**src/rtl/uart_frame_tx.sv**
```systemverilog
// UART frame transmitter: buffers words in a small FIFO and serialises each one
// as start + data (LSB first) + optional parity + stop bit(s).
module uart_frame_tx #(
  parameter int unsigned DATA_WIDTH = 8,
  parameter int unsigned PRESCALE   = 16,
  parameter int unsigned STOP_BITS  = 1,
  parameter int unsigned FIFO_DEPTH = 4
) (
  input  logic                                CLK,
  input  logic                                RST,
  input  logic [DATA_WIDTH-1:0]               IN_DATA,
  input  logic                                IN_VALID,
  output logic                                IN_READY,
  input  logic                                PAR_EN,
  input  logic                                PAR_TYP,
  output logic                                TX_OUT,
  output logic                                BUSY,
  output logic                                FRAME_DONE,
  output logic [$clog2(FIFO_DEPTH+1)-1:0]     FIFO_COUNT
);

  localparam int unsigned CntW = $clog2(FIFO_DEPTH + 1);
  localparam int unsigned PtrW = $clog2(FIFO_DEPTH);
  localparam int unsigned PsW  = $clog2(PRESCALE);
  localparam int unsigned BitW = $clog2(DATA_WIDTH);

  localparam logic [PsW-1:0]  PsLast   = PsW'(PRESCALE - 1);
  localparam logic [BitW-1:0] DataLast = BitW'(DATA_WIDTH - 1);
  localparam logic [BitW-1:0] StopLast = BitW'(STOP_BITS - 1);
  localparam logic [CntW-1:0] CntFull  = CntW'(FIFO_DEPTH);

  typedef enum logic [2:0] {
    StIdle,
    StStart,
    StData,
    StParity,
    StStop
  } state_e;

  // ---------------------------------------------------------------------------
  // Input FIFO
  // ---------------------------------------------------------------------------
  logic [DATA_WIDTH-1:0] mem_q [FIFO_DEPTH];
  logic [PtrW-1:0]       wr_ptr_q, rd_ptr_q;
  logic [CntW-1:0]       count_q;
  logic                  push, pop;
  logic                  fifo_empty;
  logic [DATA_WIDTH-1:0] head;

  assign IN_READY   = (count_q != CntFull);
  assign push       = IN_VALID & IN_READY;
  assign fifo_empty = (count_q == '0);
  assign head       = mem_q[rd_ptr_q];
  assign FIFO_COUNT = count_q;

  always_ff @(posedge CLK) begin
    if (RST) begin
      wr_ptr_q <= '0;
      rd_ptr_q <= '0;
      count_q  <= '0;
    end else begin
      if (push) wr_ptr_q <= wr_ptr_q + PtrW'(1);
      if (pop)  rd_ptr_q <= rd_ptr_q + PtrW'(1);
      if (push && !pop) begin
        count_q <= count_q + CntW'(1);
      end else if (!push && pop) begin
        count_q <= count_q - CntW'(1);
      end
    end
  end

  // Storage needs no reset: only entries counted by count_q are ever read.
  always_ff @(posedge CLK) begin
    if (push) mem_q[wr_ptr_q] <= IN_DATA;
  end

  // ---------------------------------------------------------------------------
  // Frame serialiser
  // ---------------------------------------------------------------------------
  state_e                state_q, state_d;
  logic [PsW-1:0]        cnt_q, cnt_d;
  logic [BitW-1:0]       bit_q, bit_d;
  logic [DATA_WIDTH-1:0] shift_q, shift_d;
  logic                  par_en_q, par_en_d;
  logic                  par_bit_q, par_bit_d;
  logic                  cnt_last;
  logic                  load;
  logic                  tx;
  logic                  frame_done;

  assign cnt_last = (cnt_q == PsLast);

  always_comb begin
    state_d    = state_q;
    cnt_d      = cnt_q;
    bit_d      = bit_q;
    shift_d    = shift_q;
    par_en_d   = par_en_q;
    par_bit_d  = par_bit_q;
    load       = 1'b0;
    pop        = 1'b0;
    tx         = 1'b1;
    frame_done = 1'b0;

    if (state_q != StIdle) begin
      cnt_d = cnt_last ? '0 : cnt_q + PsW'(1);
    end

    unique case (state_q)
      StIdle: begin
        tx   = 1'b1;
        load = !fifo_empty;
      end
      StStart: begin
        tx = 1'b0;
        if (cnt_last) begin
          state_d = StData;
          bit_d   = '0;
        end
      end
      StData: begin
        tx = shift_q[0];
        if (cnt_last) begin
          shift_d = shift_q >> 1;
          if (bit_q == DataLast) begin
            bit_d   = '0;
            state_d = par_en_q ? StParity : StStop;
          end else begin
            bit_d = bit_q + BitW'(1);
          end
        end
      end
      StParity: begin
        tx = par_bit_q;
        if (cnt_last) begin
          state_d = StStop;
          bit_d   = '0;
        end
      end
      StStop: begin
        tx = 1'b1;
        if (cnt_last) begin
          if (bit_q == StopLast) begin
            frame_done = 1'b1;
            bit_d      = '0;
            state_d    = StIdle;
            // A queued word starts its frame straight after the stop bit.
            load       = !fifo_empty;
          end else begin
            bit_d = bit_q + BitW'(1);
          end
        end
      end
      default: begin
        state_d = StIdle;
      end
    endcase

    // Parity settings are captured with the word so later changes wait for the next frame.
    if (load) begin
      pop       = 1'b1;
      state_d   = StStart;
      cnt_d     = '0;
      bit_d     = '0;
      shift_d   = head;
      par_en_d  = PAR_EN;
      par_bit_d = (^head) ^ PAR_TYP;
    end
  end

  always_ff @(posedge CLK) begin
    if (RST) begin
      state_q   <= StIdle;
      cnt_q     <= '0;
      bit_q     <= '0;
      shift_q   <= '0;
      par_en_q  <= 1'b0;
      par_bit_q <= 1'b0;
    end else begin
      state_q   <= state_d;
      cnt_q     <= cnt_d;
      bit_q     <= bit_d;
      shift_q   <= shift_d;
      par_en_q  <= par_en_d;
      par_bit_q <= par_bit_d;
    end
  end

  assign TX_OUT     = tx;
  assign BUSY       = (state_q != StIdle);
  assign FRAME_DONE = frame_done;

endmodule

```
**config.mk**
```make
export PLATFORM = sky130hd
export DESIGN_NAME = uart_frame_tx
export DESIGN_NICKNAME = d
export VERILOG_FILES = /design/src/rtl/uart_frame_tx.sv
export SDC_FILE = /design/constraint.sdc
export NUM_CORES = 1
export LEC_CHECK = 0
export CAP_MARGIN = 10
export CORE_MARGIN = 1.5
export CORE_UTILIZATION = 50
export CTS_CLUSTER_SIZE = 8
export DETAILED_ROUTE_END_ITERATION = 8
export PLACE_DENSITY = 0.7
export SLEW_MARGIN = 20
export SYNTH_ARGS = -nofsm -noshare
export SYNTH_HDL_FRONTEND = slang
export SYNTH_SLANG_ARGS = --single-unit
```
**constraint.sdc**
```tcl
create_clock -name CLK -period 4.85 [get_ports CLK]
set_input_delay 0.97 -clock CLK [delete_from_list [all_inputs] [get_ports CLK]]
set_output_delay 0.97 -clock CLK [all_outputs]
set_load 0.02 [all_outputs]
```
==> qor.txt, run 1 <==
Final Setup Violations: 0
Count leader, synth: edfxtp_1
Status: finished clean
Static Leak: 1.137 nW
Initial antenna violation count: 0
Fraction of registers with async set/reset: 0%
Number of global-route vias before repair: 1722
Top cells by area, synth: edfxtp_1 (36%), dfxtp_1 (21%), mux4_1 (5.8%)
Vias after detailed routing: 1748
Worst path slowest cell: clkdlybuf4s50_1
Area grow syn2layout: 16.41%
Max capacitance violation total: 0
Num rows: 26
Area leader, netlist: edfxtp_1
Cts-stage hold buffer count: 0
First-pass GRT wire length: 8.045 mm
Gr ovfl total: 0
Final antenna-violating net count: 0
Min Hold Slack: 0.4583 ns
Final non-filler cell area: 3151 sq um
Root Buffer: clkbuf_8
Dpl cells: 305
DRC errors left: 0
Top cell type's share of synthesized area: 35.51%
Final period util: 63.92%
Proportion of layout cells with a drive suffix above 1: 5.976%
Commonest cells in the netlist: edfxtp_1 (32), dfxtp_1 (29), a21oi_1 (22), nand2_1 (21), nor2_1 (15)
Mapped Cells: 225
Least-Margin Pin Slew: 0.8731 ns
Avg Synthesized Cell Area: 12.03 sq um
Startpoint types: register
Fin crit period: 3.100 ns
Yosys warns: 0
Synth Flop Type: edfxtp_1
Setup bufs post-CTS: 0
Synth unique cells: 39
Final hold violation count: 0
Pins over their slew limit: 0
Starting Density: 52.32%
Bufs on Longest Clock Path: 2
Core area: 5172 sq um
Critical Path Max Stage Delay: 0.65 ns
Final net count: 269
Drt first pass iters: 5
Worst path required time: 3.88 ns
Crit end category: output pin
Crit path DAT: 2.13 ns
H-tree levels: 3
Delay-heaviest family, CP: buffers and inverters
Clk_lat worst skew: 0.33 ns
Fmax: 0.3226 GHz
Relative slew slack: 41.35%
HP Class: register to register
Crit-path cells: ha_1 > nand3_1 > nor3_1 > clkdlybuf4s50_1
#FFs+latches synth: 61
Worst-path clk slew: 0.07 ns
Clk_skew: 0.009763 ns
Ant diodes: 0
DRC violation total after the first TritonRoute iteration: 109
# fillers: 408
Largest net degree at the start of global routing: 21
Die Span X: 76.57 um
Sink Count: 61
Sequential-to-total area share from yosys stat: 56.96%
Post-DP HPWL: 3.335 mm
Post-cts resize count: 0
Crit path kind: register to output pin
Post-DP Area: 2943 sq um
# port buffers: 19
RSZ-0062 raised after global routing: no
Routed len/inst: 14.83 um
Final TNS setup: 0 ns
DR vias/cell: 5.445
Routability Congestion: 0.8030
Routed WL: 4.761 mm
EDFF count, synth: 32
CTS tree: yes
Syn_nets: 248
Pwr/cell area: 533.5 nW/um^2
VDD IR max: 0.2644 mV
Total track usage: 18.20%
Die area: 5863 sq um
Die height: 76.57 um
Syn Std Cell Area: 2706 sq um
CP Max Fanout: 7
Io pins: 20
CTS buffer count: 9
Fin cells: 321
Worst Path Buf+Inv: 1
[sequential cells by signal, indices dropped and copies added, names as in the netlist, 2 cells and up, named ones only]
| signal | cells |
|---|---|
| cnt_q | 4 |
| bit_q | 3 |
| FIFO_COUNT | 3 |
| rd_ptr_q | 2 |
| wr_ptr_q | 2 |
| state_q | 3 |
| shift_q | 8 |
| mem_q | 32 |
[metal layers]
metal | routed length [um] | vias up | share of wire [%] | GRT usage (%)
li1 | - | 870 | - | -
met1 | 2130 | 828 | 45 | 22.24
met2 | 2329 | 41 | 49 | 29.91
met3 | 210 | 9 | 4.4 | 4.910
met4 | 91 | 0 | 1.9 | 8.704
met5 | 0 | - | 0 | 0
[kinds of logic (layout without fill, tap and decap cells)]
kind of cell    count (synthesis)  after routing  share of synthesized area [%]
xor+xnor                       12             12                          4.392
buf+inv                        20             46                          3.051
compound gates                 50             50                          11.74
simple gates                   62             62                          10.73
fa+ha+maj                      10             10                          4.901
mux                            10             10                          8.229
flops                          61             61                          56.96
[report_power, final]
group | internal [mW] | switching, mW
clock network | 0.287 | 0.185
logic | 0.244 | 0.259
registers | 0.632 | 0.0736
[cells in the final DEF, fill, tap and decap left out, drive strengths merged, types with 7 or more instances in the layout]
| cell | netlist | final |
|---|---|---|
| edfxtp | 32 | 32 |
| o21ai | 8 | 8 |
| mux4 | 8 | 8 |
| ha | 9 | 9 |
| clkbuf | 8 | 11 |
| inv | 11 | 11 |
| nor2 | 15 | 15 |
| a21oi | 22 | 22 |
| clkdlybuf4s50 | 0 | 19 |
| dfxtp | 29 | 29 |
| nand2 | 21 | 21 |
| a22oi | 7 | 7 |
[worst min-delay path, cell delays in order, from the launching register on]
cell and delay [ns]:
dfxtp_1 0.31, nand2_1 0.05, a21oi_1 0.05
[stage by stage]
step | setup slack (ns) | power [mW] | util [%]
floorplan | 2.358 | 1.092 | -
global placement | 1.880 | 1.213 | 56.89
detailed placement | 1.850 | 1.223 | 56.89
CTS | 1.759 | 1.695 | 60.91
global route | 1.589 | 1.780 | 60.91
finish | 1.750 | 1.681 | 60.91
[worst paths after layout]
| check | from | endpoint | slack [ns] | cells after the start |
|---|---|---|---|---|
| hold / removal | shift_q[4]$_SDFFE_PP0P_ | shift_q[4]$_SDFFE_PP0P_ | 0.46 | 2 |
| setup reg to reg | cnt_q[0]$_SDFFE_PP0P_ | FIFO_COUNT[2]$_SDFFE_PP0P_ | 1.84 | 11 |
| hold reg to reg | shift_q[4]$_SDFFE_PP0P_ | shift_q[4]$_SDFFE_PP0P_ | 0.46 | 2 |
| setup / recovery | cnt_q[0]$_SDFFE_PP0P_ | FRAME_DONE | 1.75 | 4 |
[area by class of cell]
cell class	count	area, sq um	share of cell area, %
clock inverters	5	76.32	2.423
multi-input cells	144	1082	34.35
clock buffers	11	131.4	4.170
inverters	11	41.29	1.311
well taps	70	87.58	2.780
repair buffers	19	190.2	6.037
flip-flops and latches	61	1541	48.93
Power figures use the tool's default switching activity.
==> run 2, diff against run 1 <==
--- a/config.mk
+++ b/config.mk
@@ -10,7 +10,7 @@
 export CORE_UTILIZATION = 50
 export CTS_CLUSTER_SIZE = 8
 export DETAILED_ROUTE_END_ITERATION = 8
-export PLACE_DENSITY = 0.7
+export PLACE_DENSITY = 0.72
 export SLEW_MARGIN = 20
 export SYNTH_ARGS = -nofsm -noshare
 export SYNTH_HDL_FRONTEND = slang
==> constraint.sdc (replaced) <==
create_clock -name CLK -period 2.7 [get_ports CLK]
set_input_delay 0.54 -clock CLK [delete_from_list [all_inputs] [get_ports CLK]]
set_output_delay 0.54 -clock CLK [all_outputs]
set_load 0.02 [all_outputs]
==> qor.txt, run 2 (synthesis results as in run 1) <==
DRC violation total after the first TritonRoute iteration: 89 (was 109)
NetSw: 958.5 uW (was 517.4 uW)
Ant diodes: 0 (unchanged)
Crit end category: output pin (unchanged)
Internal power: 2.240 mW (was 1.164 mW)
Dpl cells: 316 (was 305)
Worst Path Buf+Inv: 2 (was 1)
Crit path kind: register to output pin (unchanged)
GR met2 Demand/Resource: 29.73% (was 29.91%)
Final Setup Violations: 0 (unchanged)
First-pass GRT wire length: 8.286 mm (was 8.045 mm)
Top reg by flops: mem_q (unchanged)
Critical Path Max Stage Delay: 0.54 ns (was 0.65 ns)
Final net count: 280 (was 269)
Commonest non-fill, non-tap cell in the layout: edfxtp_1 (unchanged)
H-tree levels: 3 (unchanged)
# fillers: 391 (was 408)
CP Max Fanout: 10 (was 7)
Pwr/cell area: 980.3 nW/um^2 (was 533.5 nW/um^2)
Met1 global-route usage: 23.32% (was 22.24%)
Worst path slowest cell: clkdlybuf4s50_1 (unchanged)
Core area: 5172 sq um (unchanged)
Pins over their slew limit: 0 (unchanged)
Drt first pass iters: 5 (unchanged)
Sink Count: 61 (unchanged)
Relative slew slack: 61.11% (was 41.35%)
Sw frac: 29.96% (was 30.78%)
Final hold violation count: 0 (unchanged)
Fin crit period: 2.578 ns
Routed len/inst: 14.64 um (was 14.83 um)
Worst path required time: 2.16 ns (was 3.88 ns)
Bufs on Longest Clock Path: 2 (unchanged)
Worst-path clk slew: 0.06 ns (was 0.07 ns)
Fmax: 0.3879 GHz
Total track usage: 18.86% (was 18.20%)
Largest net degree at the start of global routing: 12 (was 21)
DRC errors left: 0 (unchanged)
Starting Density: 52.32% (unchanged)
CTS tree: yes (unchanged)
Least-Margin Pin Slew: 0.5834 ns (was 0.8731 ns)
Routed WL: 4.862 mm (was 4.761 mm)
Max FFs per register: 32 (unchanged)
Post-DP HPWL: 3.376 mm (was 3.335 mm)
DR vias/cell: 5.346 (was 5.445)
Die height: 76.57 um (unchanged)
Root Buffer: clkbuf_8 (unchanged)
Area grow syn2layout: 20.57% (was 16.41%)
Max capacitance violation total: 0 (unchanged)
Vias after detailed routing: 1775 (was 1748)
Proportion of layout cells with a drive suffix above 1: 10.69% (was 5.976%)
# port buffers: 19 (unchanged)
Number of global-route vias before repair: 1758 (was 1722)
Clock network power share: 29.9% (was 28.1%)
Routability Congestion: 0.8583 (was 0.8030)
Startpoint types: register (unchanged)
GRT met3 Usage: 4.671% (was 4.910%)
Die Span X: 76.57 um (unchanged)
Die area: 5863 sq um (unchanged)
Io pins: 20 (unchanged)
Clk_lat worst skew: 0.34 ns (was 0.33 ns)
Gr ovfl total: 0 (unchanged)
Delay-heaviest family, CP: buffers and inverters (unchanged)
Num rows: 26 (unchanged)
Initial antenna violation count: 0 (unchanged)
Static Leak: 1.222 nW (was 1.137 nW)
Clk_skew: 0.01260 ns (was 0.009763 ns)
Final antenna-violating net count: 0 (unchanged)
Final TNS setup: 0 ns (unchanged)
Status: finished clean (unchanged)
CTS buffer count: 9 (unchanged)
Crit path DAT: 2.04 ns (was 2.13 ns)
Fin cells: 332 (was 321)
RSZ-0062 raised after global routing: no (unchanged)
VDD IR max: 0.5057 mV (was 0.2644 mV)
Largest registers: mem_q (32), shift_q (8), cnt_q (4) (unchanged)
Logic gate share of total power: 31.3% (was 29.9%)
HP Class: register to register (unchanged)
Reg power frac: 38.8% (was 42.0%)
Crit-path cells: inv_1 > o21a_1 > a311o_1 > clkdlybuf4s50_1 (was ha_1 > nand3_1 > nor3_1 > clkdlybuf4s50_1)
GRT busiest layer: met2 (unchanged)
Final period util: 95.47%
Most frequent cells in the layout: edfxtp_1 (32), dfxtp_1 (29), a21oi_1 (22) (unchanged)
==> run 2: cell count changes in the layout (fill, tap and decap cells not counted), sizes merged <==
cell	previous run	this run
buf	0	11
clkinv	3	2
clkdlybuf4s50	19	18
dlymetal6s2s	0	1
bufinv	2	3
==> run 2: worst reg2reg max path, cell delays in order (launching register included) <==
cell     delay, ns
dfxtp_1       0.35
ha_1          0.24
nand3_1       0.11
o21ai_0       0.14
and2_1        0.21
inv_1         0.08
ha_1          0.18
inv_1         0.06
fa_1          0.37
xor2_1        0.15
or3_1         0.31
a21oi_1       0.14
==> run 2: path summary, 6_finish.rpt <==
kind	startpoint	endpoint	slack [ns]	cells past startpoint
setup / recovery	state_q[1]$_SDFFE_PP0P_	TX_OUT	0.12	4
hold / removal	par_en_q$_SDFFE_PP0P_	par_en_q$_SDFFE_PP0P_	0.45	2
setup reg to reg	cnt_q[0]$_SDFFE_PP0P_	FIFO_COUNT[2]$_SDFFE_PP0P_	0.30	11
hold reg to reg	par_en_q$_SDFFE_PP0P_	par_en_q$_SDFFE_PP0P_	0.45	2
==> run 2: timing repair <==
| item | 4_1_cts | 5_1_grt |
|---|---|---|
| setup endpoints to repair | 0 | 2 |
| resized for setup | 0 | 2 |
| hold buffers | 0 | 0 |
| buffers inserted | 0 | 0 |
==> run 2: cell type report <==
cell class	instances	area, sq um	share of cell area [%]
inverters	11	41.29	1.265
well taps	70	87.58	2.684
flip-flops and latches	61	1541	47.24
clock buffers	11	131.4	4.026
clock inverters	5	98.84	3.029
multi-input cells	144	1087	33.32
repair buffers	30	275.3	8.436
==> run 2: power by group through the flow <==
stage | combinational [mW] | sequential (mW) | clock [mW]
after global placement | 0.984 | 1.25 | 0
after floorplan | 0.723 | 1.24 | 0
final | 1.00 | 1.24 | 0.955
after global routing | 1.11 | 1.27 | 1.01
after CTS | 1.01 | 1.24 | 0.967
after detailed placement | 0.998 | 1.26 | 0
==> run 2: through the flow <==
| stage | utilization [%] | area [sq um] | setup WS, ns | total power [mW] | hold WS [ns] |
|---|---|---|---|---|---|
| 3_5_place_dp | 58.49 | 3025 | 0.1338 | 2.259 | 0.4482 |
| 2_1_floorplan | - | 2706 | 0.2081 | 1.961 | 0.4318 |
| 4_1_cts | 62.94 | 3256 | 0.09486 | 3.216 | 0.4568 |
| 5_1_grt | 63.09 | 3263 | 0.008235 | 3.389 | 0.4938 |
| 3_3_place_gp | 58.49 | 3025 | 0.1913 | 2.236 | 0.4393 |
| 6_report | 63.09 | 3263 | 0.1222 | 3.199 | 0.4546 |
==> run 2: metal layers <==
layer | wire length, um | up-vias
met1 | 2261 | 837
met3 | 140 | 10
met5 | 0 | -
met4 | 134 | 0
met2 | 2327 | 33
li1 | - | 895
